--- src/rtl/sigmoid_bwd.sv ---
// Backward pass of the sigmoid activation: grad_in = grad_out * y * (1 - y).
// Three-stage valid/ready pipeline with frame tracking and per-frame sample count.
module sigmoid_bwd #(
   parameter int DATA_WIDTH = 8,
   parameter int Y_FRAC     = 6,
   parameter int CNT_WIDTH  = 10
) (
   input  logic                  clk,
   input  logic                  rst_n,
   input  logic                  in_valid,
   output logic                  in_ready,
   input  logic [DATA_WIDTH-1:0] in_y,
   input  logic [DATA_WIDTH-1:0] in_grad,
   input  logic                  in_last,
   output logic                  out_valid,
   input  logic                  out_ready,
   output logic [DATA_WIDTH-1:0] out_grad,
   output logic                  out_last,
   output logic                  frame_done,
   output logic [CNT_WIDTH-1:0]  frame_len
);

   localparam int YW   = Y_FRAC + 1;
   localparam int DW_D = 2 * YW;
   localparam int PW   = DATA_WIDTH + 2 * Y_FRAC + 3;
   localparam int SH   = 2 * Y_FRAC;

   localparam logic [YW-1:0]         ONE    = YW'(1) << Y_FRAC;
   localparam logic [DATA_WIDTH-1:0] ONE_IN = DATA_WIDTH'(1) << Y_FRAC;
   localparam logic signed [PW-1:0]  ROUND  = PW'(1) << (SH - 1);

   logic en1, en2, en3;
   logic v1, v2, v3;

   logic [YW-1:0]         y1;
   logic [DATA_WIDTH-1:0] g1;
   logic                  l1;

   logic [DW_D-1:0]       d2;
   logic [DATA_WIDTH-1:0] g2;
   logic                  l2;

   logic [YW-1:0]         y_clamp;
   logic [DW_D-1:0]       d_comb;
   logic signed [PW-1:0]  p_round;

   logic [CNT_WIDTH-1:0]  cnt;
   logic                  xfer;

   // A stage may load when it is empty or the stage ahead is moving, so bubbles collapse.
   assign en3      = !v3 || out_ready;
   assign en2      = !v2 || en3;
   assign en1      = !v1 || en2;
   assign in_ready = en1;

   assign out_valid = v3;
   assign xfer      = v3 && out_ready;

   always_comb begin
      y_clamp = (in_y > ONE_IN) ? ONE : in_y[YW-1:0];
      d_comb  = DW_D'(y1) * DW_D'(ONE - y1);
      // d is at most 0.25, so the signed product can never leave DATA_WIDTH after scaling.
      p_round = $signed({{(PW-DATA_WIDTH){g2[DATA_WIDTH-1]}}, g2})
              * $signed({{(PW-DW_D){1'b0}}, d2}) + ROUND;
   end

   always_ff @(posedge clk or negedge rst_n) begin
      if (!rst_n) begin
         v1 <= 1'b0;
         y1 <= '0;
         g1 <= '0;
         l1 <= 1'b0;
      end else if (en1) begin
         v1 <= in_valid;
         y1 <= y_clamp;
         g1 <= in_grad;
         l1 <= in_last;
      end
   end

   always_ff @(posedge clk or negedge rst_n) begin
      if (!rst_n) begin
         v2 <= 1'b0;
         d2 <= '0;
         g2 <= '0;
         l2 <= 1'b0;
      end else if (en2) begin
         v2 <= v1;
         d2 <= d_comb;
         g2 <= g1;
         l2 <= l1;
      end
   end

   always_ff @(posedge clk or negedge rst_n) begin
      if (!rst_n) begin
         v3       <= 1'b0;
         out_grad <= '0;
         out_last <= 1'b0;
      end else if (en3) begin
         v3       <= v2;
         out_grad <= DATA_WIDTH'(p_round >>> SH);
         out_last <= l2;
      end
   end

   always_ff @(posedge clk or negedge rst_n) begin
      if (!rst_n) begin
         cnt        <= '0;
         frame_len  <= '0;
         frame_done <= 1'b0;
      end else begin
         frame_done <= xfer && out_last;
         if (xfer) begin
            if (out_last) begin
               frame_len <= cnt + CNT_WIDTH'(1);
               cnt       <= '0;
            end else begin
               cnt <= cnt + CNT_WIDTH'(1);
            end
         end
      end
   end

endmodule

--- config.mk ---
export PLATFORM = sky130hd
export DESIGN_NAME = sigmoid_bwd
export DESIGN_NICKNAME = d
export VERILOG_FILES = /design/src/rtl/sigmoid_bwd.sv
export SDC_FILE = /design/constraint.sdc
export NUM_CORES = 1
export LEC_CHECK = 0
export CORE_MARGIN = 2
export CORE_UTILIZATION = 60
export DETAILED_ROUTE_END_ITERATION = 6
export GPL_TIMING_DRIVEN = 0
export HOLD_SLACK_MARGIN = 0.08
export PLACE_DENSITY = 0.8
export SYNTH_ARGS = -nofsm -noshare
export SYNTH_HDL_FRONTEND = slang
export SYNTH_SLANG_ARGS = --single-unit
--- constraint.sdc ---
create_clock -name clk -period 7.5 [get_ports clk]
set_input_delay 0.75 -clock clk [delete_from_list [all_inputs] [get_ports clk]]
set_output_delay 0.75 -clock clk [all_outputs]
set_load 0.05 [all_outputs]
==> reports/qor.csv, run 1 <==
metric,value,unit
instances_no_fill,1131,
maxCapViolations,0,
min_period,5.64,ns
dp_hpwl,13.4,mm
cts.root.buffer_cell,clkbuf_16,
netlist_area,0.00822,mm2
ys.warnings.count,0,
crit_chain,clkbuf_1 -> inv_1 -> ha_1 -> nor3b_1 -> ha_1 -> nand2b_1 -> fa_1 -> inv_1 -> ha_1 -> inv_1 -> fa_1 -> fa_1 -> inv_1 -> ha_1 -> nor2b_1 -> o21ai_1 -> a21oi_1 -> o21a_1 -> or3_1 -> a31o_2,
fmaxAchievable,0.177,GHz
synth-edff-count,0,
synth_top_area_cell,fa_1,
grt_use_total,0.260,
synthFlopType,dfrtp_1,
cts_resized,0,
die_height,121,um
cts.reportedPaths.clkPinSlew,0.06,ns
setup_tns,0,ns
max_slew_margin,0.637,
seq_area_frac_synth,0.219,
io-pin-count,43,
grt_max_degree,47,
io_buffers,42,
place_ws,1.90,ns
critPathTopFamily,adder cells,
wl_per_cell,15.0,um
cts_num_sinks,72,
hold_buffers,0,
clkLatencyLatePin,0.34,ns
clk_path_buf_depth,2,
rsz0062_at_grt,false,
postSynthAreaPerCell,9.18,um2
critical_path_cell_count,20,
final-hold-violation-count,0,
antenna_found_initial,0,
first_global_vias,6512,
grt_first_pass_wirelength,30.2,mm
area_delta_synth_final,11.9,%
cp-start-kind,flop,
dr.pass1.iters,5,
netlist_instances,896,
cts_tree,built,
cts_max_level,3,
start_util,0.619,
critPathRequiredTime,7.73,ns
setup_viol,0,
numCtsBuffers,9,
drive_gt1_frac,0.0555,
antenna_left,0,
crit_type,flop to flop,
synth_commonest_cells,"inv_1 (161), nand2_1 (105), fa_1 (102)",
synthArstFlopShare,1.00,
synth.distinct_cells,62,
post-cts-setup-buffers,0,
arrival,5.87,ns
worstHoldPathType,input port to async pin,
coreArea,0.0133,mm2
syn-num-nets,1104,
slew_viol_final,0,
fillers,1045,
drt_iter0_markers,405,
layout_setup_ws,1.86,ns
hold_slack,0.327,ns
multi_input_area,0.00567,mm2
drc_errors,0,
slowest_delay,0.54,ns
dr_total_vias,6183,
antenna_cells,0,
synth_most_common_cell,inv_1,
layout.nets,1158,
end_kind,flop,
outcome,"finished, final reports clean",
die-area,0.0147,mm2
cp_max_fo,10,
critPathBufInv,5,
reg2reg_depth,20,
synth.ff_latch_count,72,
period_share,0.753,
die_w,121,um
overflow,0,
yosys-top-cells-area,"fa_1 (25%), dfrtp_1 (22%), ha_1 (13%)",
worst_slew_pin_slew,0.544,ns
gp_congestion,0.877,
row_count,42,
drt_wl_total,16.9,mm
finalClockSkew,0.00687,ns
register_area,0.00180,mm2
vias_per_cell,5.47,
slowest_stage,fa_1,
synth_top_cell_area_share,0.248,
dpl.cell_count,1115,
## placed cells by master (no fill, tap or decap), types with 3 or more instances in the layout
cell type	count
a211oi_1	4
a21o_1	6
a21oi_1	24
a31oi_1	3
and2_1	74
and3_1	10
buf_2	6
clkbuf_1	22
clkbuf_16	9
clkdlybuf4s50_1	41
dfrtp_1	72
fa_1	102
ha_1	85
inv_1	161
mux2_2	15
nand2_1	105
nand2b_1	30
nand3_1	12
nor2_1	38
nor2b_1	13
nor3_1	4
nor3b_1	3
o21ai_0	35
o31ai_1	3
or3_1	3
xnor2_1	16
xor2_1	8
## sequential cells by signal, summed over array words and instances, names as in the netlist, 7 cells and up
signal	count
frame_len	10
g2	8
g1	8
y1	7
out_grad	8
cnt	10
d2	14
## metrics by stage
step	util	cell area (um2)
finish	0.692	9200
global route	0.692	9200
CTS	0.692	9200
detailed placement	0.669	8890
global placement	0.667	8860
floorplan	-	8220
## path summary, 6_finish.rpt
| check | to | slack (ns) | startpoint |
|---|---|---|---|
| max | d2[10] | 1.86 | y1[0] |
| min | out_grad[0] | 0.33 | rst_n |
| max reg2reg | d2[10] | 1.86 | y1[0] |
| min reg2reg | v2 | 0.45 | v1 |
| max in group asynchronous | l1 | 6.61 | rst_n |
| min in group clk | v2 | 0.45 | v1 |
## area by class of cell
cell class                 count  area share
clock buffer                  10      0.0260
clock inverter                 6     0.00816
multi-input combinational    630       0.616
buffer                        32      0.0158
timing repair buffer          43      0.0484
tap                          176      0.0239
inverter                     162      0.0661
sequential                    72       0.196
## layer usage
layer,track usage,part of all wire,vias to the layer above
li1,-,-,2916
met1,0.337,0.43,3081
met2,0.451,0.50,154
met3,0.0479,0.050,32
met4,0.0676,0.022,0
met5,0,0,-
## cells by family (layout without fill, tap and decap cells)
kind of cell / after synthesis / after routing / share of synthesized area
simple gates: 305 / 305 / 0.190
buf+inv: 194 / 253 / 0.0916
fa+ha+maj: 187 / 187 / 0.378
compound gates: 97 / 97 / 0.0727
flops: 72 / 72 / 0.219
xor+xnor: 25 / 25 / 0.0275
mux: 16 / 16 / 0.0218
Power of run 1 is not shown: default switching activity piles up to over one toggle a cycle in this logic, so the estimate is an artifact.
==> run 2, diff against run 1 <==
CORE_UTILIZATION = 56   (was 60)
PLACE_DENSITY = 0.78   (was 0.8)
clock period = 4.6 ns   (was 7.5 ns; I/O delays follow)
==> reports/qor.csv, run 2 (synthesized netlist as in run 1, its figures left out) <==
metric,value,unit,change
outcome,finished with violations,,
violations,negative setup slack,,
reg.largest.list,"d2 x14, cnt x10, frame_len x10",,
timing.rr.end,d2[10],,
drive_gt1_frac,0.212,,+0.156
die-area,0.0157,mm2,+6.9%
layout_setup_ws,-0.154,ns,-2.01 ns
die_height,125,um,+3.4%
gp_congestion,0.873,,-0.37%
cts_max_level,3,,unchanged
start_util,0.570,,-0.0484
layout_common_cells,"inv_1 (137), nand2_1 (104), fa_1 (99), and2_1 (70), ha_1 (69)",,
rr_startpoint,y1[0],,
layout_commonest_cell,inv_1,,
grt_first_pass_wirelength,31.5,mm,+4.4%
max_slew_margin,0.644,,+0.00677
setup_viol,5,,+5
wl_per_cell,17.2,um,+15%
place_ws,-0.527,ns,-2.43 ns
critPathRequiredTime,4.83,ns,-2.90 ns
numCtsBuffers,9,,unchanged
maxCapViolations,0,,unchanged
drt_wl_total,20.3,mm,+20%
clk_path_buf_depth,2,,unchanged
area_delta_synth_final,24.9,%,
fillers,979,,-6.3%
antenna_left,0,,unchanged
endpoint,d2[10],,
grt_use_total,0.246,,-0.0139
row_count,44,,+4.8%
final-hold-violation-count,0,,unchanged
end_kind,flop,,
reg2reg_depth,18,,-10%
worstHoldPathType,flop to flop,,
cts.reportedPaths.clkPinSlew,0.06,ns,about the same
dp_hpwl,13.3,mm,-1.2%
coreArea,0.0144,mm2,+8.5%
slew_viol_final,0,,unchanged
hold_slack,0.469,ns,+0.142 ns
largest_reg_flops,14,,unchanged
cts_num_sinks,72,,unchanged
cp_max_fo,5,,-5
period_share,1.03,,+0.281
cp-startpoint,y1[0],,
arrival,4.98,ns,-0.89 ns
io-pin-count,43,,unchanged
dr.pass1.iters,5,,unchanged
antenna_found_initial,0,,unchanged
layout.nets,1204,,+4.0%
min_period,4.75,ns,-0.890 ns
cts.root.buffer_cell,clkbuf_16,,
die_w,125,um,+3.4%
grt_max_degree,52,,+11%
fmaxAchievable,0.210,GHz,+19%
drc_errors,0,,unchanged
clkLatencyLatePin,0.34,ns,about the same
first_global_vias,6669,,+2.4%
rrSetupSlack,-0.15,ns,-2.01 ns
crit_type,flop to flop,,
cp-start-kind,flop,,
top_register,d2,,
drt_iter0_markers,446,,+10%
cts_tree,built,,
vias_per_cell,5.53,,+1.2%
io_buffers,42,,unchanged
dr_total_vias,6554,,+6.0%
overflow,0,,unchanged
rsz0062_at_grt,true,,
finalClockSkew,0.00885,ns,+0.00198 ns
worst_slew_pin_slew,0.532,ns,-0.0118 ns
antenna_cells,0,,unchanged
-- run 2: critical path, stage by stage (launching register included) --
cell and delay, ns:
dfrtp_1 0.38, clkbuf_8 0.16, inv_8 0.03, ha_4 0.16
buf_4 0.14, ha_4 0.23, nand2b_1 0.18, fa_1 0.42
fa_1 0.57, fa_1 0.44, fa_1 0.50, inv_2 0.05
ha_4 0.22, nor2b_4 0.13, o21ai_4 0.18, a21oi_4 0.10
o21a_1 0.19, or3_1 0.35, a31o_2 0.21
-- run 2: cell type report --
class / instances / area (um2) / share of cell area
repair buffers: 94 / 895 / 0.0871
clock inverters: 6 / 75.1 / 0.00731
inverters: 162 / 621 / 0.0604
flip-flops and latches: 72 / 1820 / 0.177
clock buffers: 10 / 239 / 0.0233
multi-input cells: 630 / 6190 / 0.602
well taps: 184 / 230 / 0.0224
plain buffers: 27 / 204 / 0.0199
-- run 2: worst min path at each step --
stage           from     endpoint  slack [ns]  cells past startpoint
6_report       g1[3]        g1[3]        0.47                      2
5_1_grt        g1[3]        g1[3]        0.49                      2
4_1_cts        g1[3]        g1[3]        0.47                      2
3_5_place_dp   rst_n  out_grad[0]        0.38                      1
3_3_place_gp      v1           v2        0.43                      1
2_1_floorplan  rst_n       cnt[0]        0.16                      0
-- run 2: metal layers --
metal / vias up / global-route usage / share of wire / routed length, um
met5: - / 0 / 0 / 0
met4: 0 / 0.0745 / 0.030 / 612
met3: 54 / 0.0317 / 0.047 / 962
met2: 221 / 0.425 / 0.51 / 10400
met1: 3273 / 0.328 / 0.41 / 8330
li1: 3006 / - / - / -
-- run 2: what timing repair did --
action / 4_1_cts / 5_1_grt
pin swaps: 27 / 56
cloned: 0 / 1
endpoints found under the setup margin: 15 / 13
gates resized for setup: 69 / 87
hold buffers: 1 / 0
setup buffers: 22 / 28
hold endpoints to repair: 21 / 0
-- run 2: metrics by stage --
stage	cell area (um2)	setup TNS [ns]	util	cells
final	10300	-0.471	0.712	1185
after global routing	10300	-1.48	0.712	1185
after CTS	9710	-0.128	0.673	1158
after detailed placement	8970	-4.98	0.622	1123
after global placement	8950	-4.22	0.620	1122
after floorplan	8300	-0.0435	-	896
Power of run 2 is left out for the same reason.
==> run 3, diff against run 2 <==
CORE_UTILIZATION = 50   (was 56)
PLACE_DENSITY = 0.67   (was 0.78)
==> reports/qor.csv, run 3 (synthesized netlist as in run 1, its figures left out) <==
metric,value,unit,change
period_share,1.01,,-0.0266
critPathTopFamily,adder cells,,
slowest_delay,0.52,ns,-0.05 ns
fmaxAchievable,0.216,GHz,+2.6%
outcome,finished with violations,,
row_count,46,,+4.5%
antenna_found_initial,0,,unchanged
layout_setup_ws,-0.0317,ns,+0.122 ns
largest_reg_flops,14,,unchanged
area_delta_synth_final,23.4,%,
worst_slew_pin_slew,0.525,ns,-0.00692 ns
hold_end,v2,,
worstHoldPathType,flop to flop,,
grt_use_total,0.228,,-0.0183
worstHoldPathCells,1,,-1
grt_max_degree,49,,-5.8%
antenna_left,0,,unchanged
wl_per_cell,15.2,um,-11%
overflow,0,,unchanged
clkLatencyLatePin,0.35,ns,about the same
cts_max_level,3,,unchanged
dp_hpwl,13.7,mm,+3.0%
fillers,1386,,+42%
min_period,4.63,ns,-0.122 ns
first_global_vias,6603,,-0.99%
arrival,4.87,ns,-0.11 ns
rrSetupSlack,-0.03,ns,+0.12 ns
cts.root.buffer_cell,clkbuf_16,,
coreArea,0.0160,mm2,+11%
timing.rr.end,d2[10],,
end_kind,flop,,
register_area,0.00182,mm2,-0.14%
finalClockSkew,0.00886,ns,+0.00000886 ns
place_ws,-0.461,ns,+0.0668 ns
layout.nets,1194,,-0.83%
cp_max_fo,3,,-2
gp_congestion,0.831,,-4.9%
layout_commonest_cell,inv_1,,
violations,negative setup slack,,
die_w,132,um,+5.6%
dpl.cell_count,1155,,+2.8%
crit_chain,clkbuf_8 -> inv_8 -> ha_4 -> nor3b_4 -> ha_4 -> nand2b_4 -> fa_2 -> inv_1 -> ha_1 -> inv_1 -> fa_1 -> fa_1 -> inv_2 -> ha_4 -> nor2b_4 -> o21ai_4 -> a21oi_4 -> o21a_1 -> or3_1 -> a31o_2,,
critPathBufInv,5,,+1
multi_input_area,0.00617,mm2,-0.20%
cts.reportedPaths.clkPinSlew,0.06,ns,about the same
setup_viol,3,,-2
top_register,d2,,
io-pin-count,43,,unchanged
clk_path_buf_depth,2,,unchanged
maxCapViolations,0,,unchanged
max_slew_margin,0.649,,+0.00463
hold_slack,0.457,ns,-0.0124 ns
final-hold-violation-count,0,,unchanged
rr_startpoint,y1[0],,
drt_iter0_markers,279,,-37%
hp-start,v1,,
io_buffers,42,,unchanged
grt_first_pass_wirelength,32.0,mm,+1.4%
drc_errors,0,,unchanged
vias_per_cell,5.17,,-6.4%
reg2reg_depth,20,,+2
instances_no_fill,1207,,+1.9%
rsz0062_at_grt,true,,
antenna_cells,0,,unchanged
dr.pass1.iters,4,,-1
die_height,132,um,+5.6%
critPathRequiredTime,4.84,ns,about the same
final_area,0.0101,mm2,-1.2%
die-area,0.0175,mm2,+12%
slew_viol_final,0,,unchanged
start_util,0.514,,-0.0562
dr_total_vias,6246,,-4.7%
crit_path_frequent_cell,ha_4,,
cp-start-kind,flop,,
slowest_stage,fa_2,,
crit_type,flop to flop,,
placed_cell_area,0.00901,mm2,+0.45%
drt_wl_total,18.4,mm,-9.6%
cts_num_sinks,72,,unchanged
numCtsBuffers,9,,unchanged
reg.largest.list,"d2 x14, cnt x10, frame_len x10",,
layout_common_cells,"inv_1 (147), nand2_1 (104), fa_1 (95), and2_1 (70), ha_1 (67)",,
cts_tree,built,,
drive_gt1_frac,0.193,,-0.0191
==> run 3: cell count changes in the layout (fill, tap and decap cells not counted), sizes merged <==
cell / before / now
buf: 65 / 51
clkinvlp: 1 / 2
bufinv: 1 / 0
clkbuf: 24 / 28
==> run 3: cell type report <==
cell class | count | area share
multi-input cells | 630 | 0.608
flip-flops and latches | 72 | 0.179
repair buffers | 84 | 0.0769
inverters | 162 | 0.0612
well taps | 216 | 0.0266
clock buffers | 10 | 0.0235
plain buffers | 27 | 0.0191
clock inverters | 6 | 0.00518
==> run 3: per-stage QoR <==
step / utilization / setup TNS, ns
2_1_floorplan: - / -0.0435
3_3_place_gp: 0.562 / -4.52
3_5_place_dp: 0.563 / -5.02
4_1_cts: 0.612 / -0.167
5_1_grt: 0.634 / -1.16
6_report: 0.634 / -0.0526
==> run 3: worst max-delay path by stage <==
stage	endpoint	from	cells after the start
finish	d2[10]	y1[0]	20
global route	d2[13]	y1[0]	20
CTS	d2[13]	y1[0]	18
detailed placement	d2[10]	y1[1]	19
global placement	d2[10]	y1[1]	18
floorplan	d2[10]	y1[0]	20
==> run 3: routing by layer <==
metal | share of wire | wire, um | up-vias | GRT usage
met5 | 0 | 0 | - | 0
met3 | 0.052 | 961 | 22 | 0.0458
li1 | - | - | 2979 | -
met2 | 0.49 | 9000 | 108 | 0.378
met1 | 0.44 | 8110 | 3137 | 0.305
met4 | 0.017 | 306 | 0 | 0.0663
==> run 3: timing repair <==
action / CTS / global route
gates resized for setup: 78 / 59
hold endpoints to repair: 24 / 0
cloned: 1 / 0
pin swaps: 39 / 50
hold buffers: 1 / 0
setup endpoints to repair: 15 / 15
setup buffers: 24 / 15
Power of run 3 is left out for the same reason.
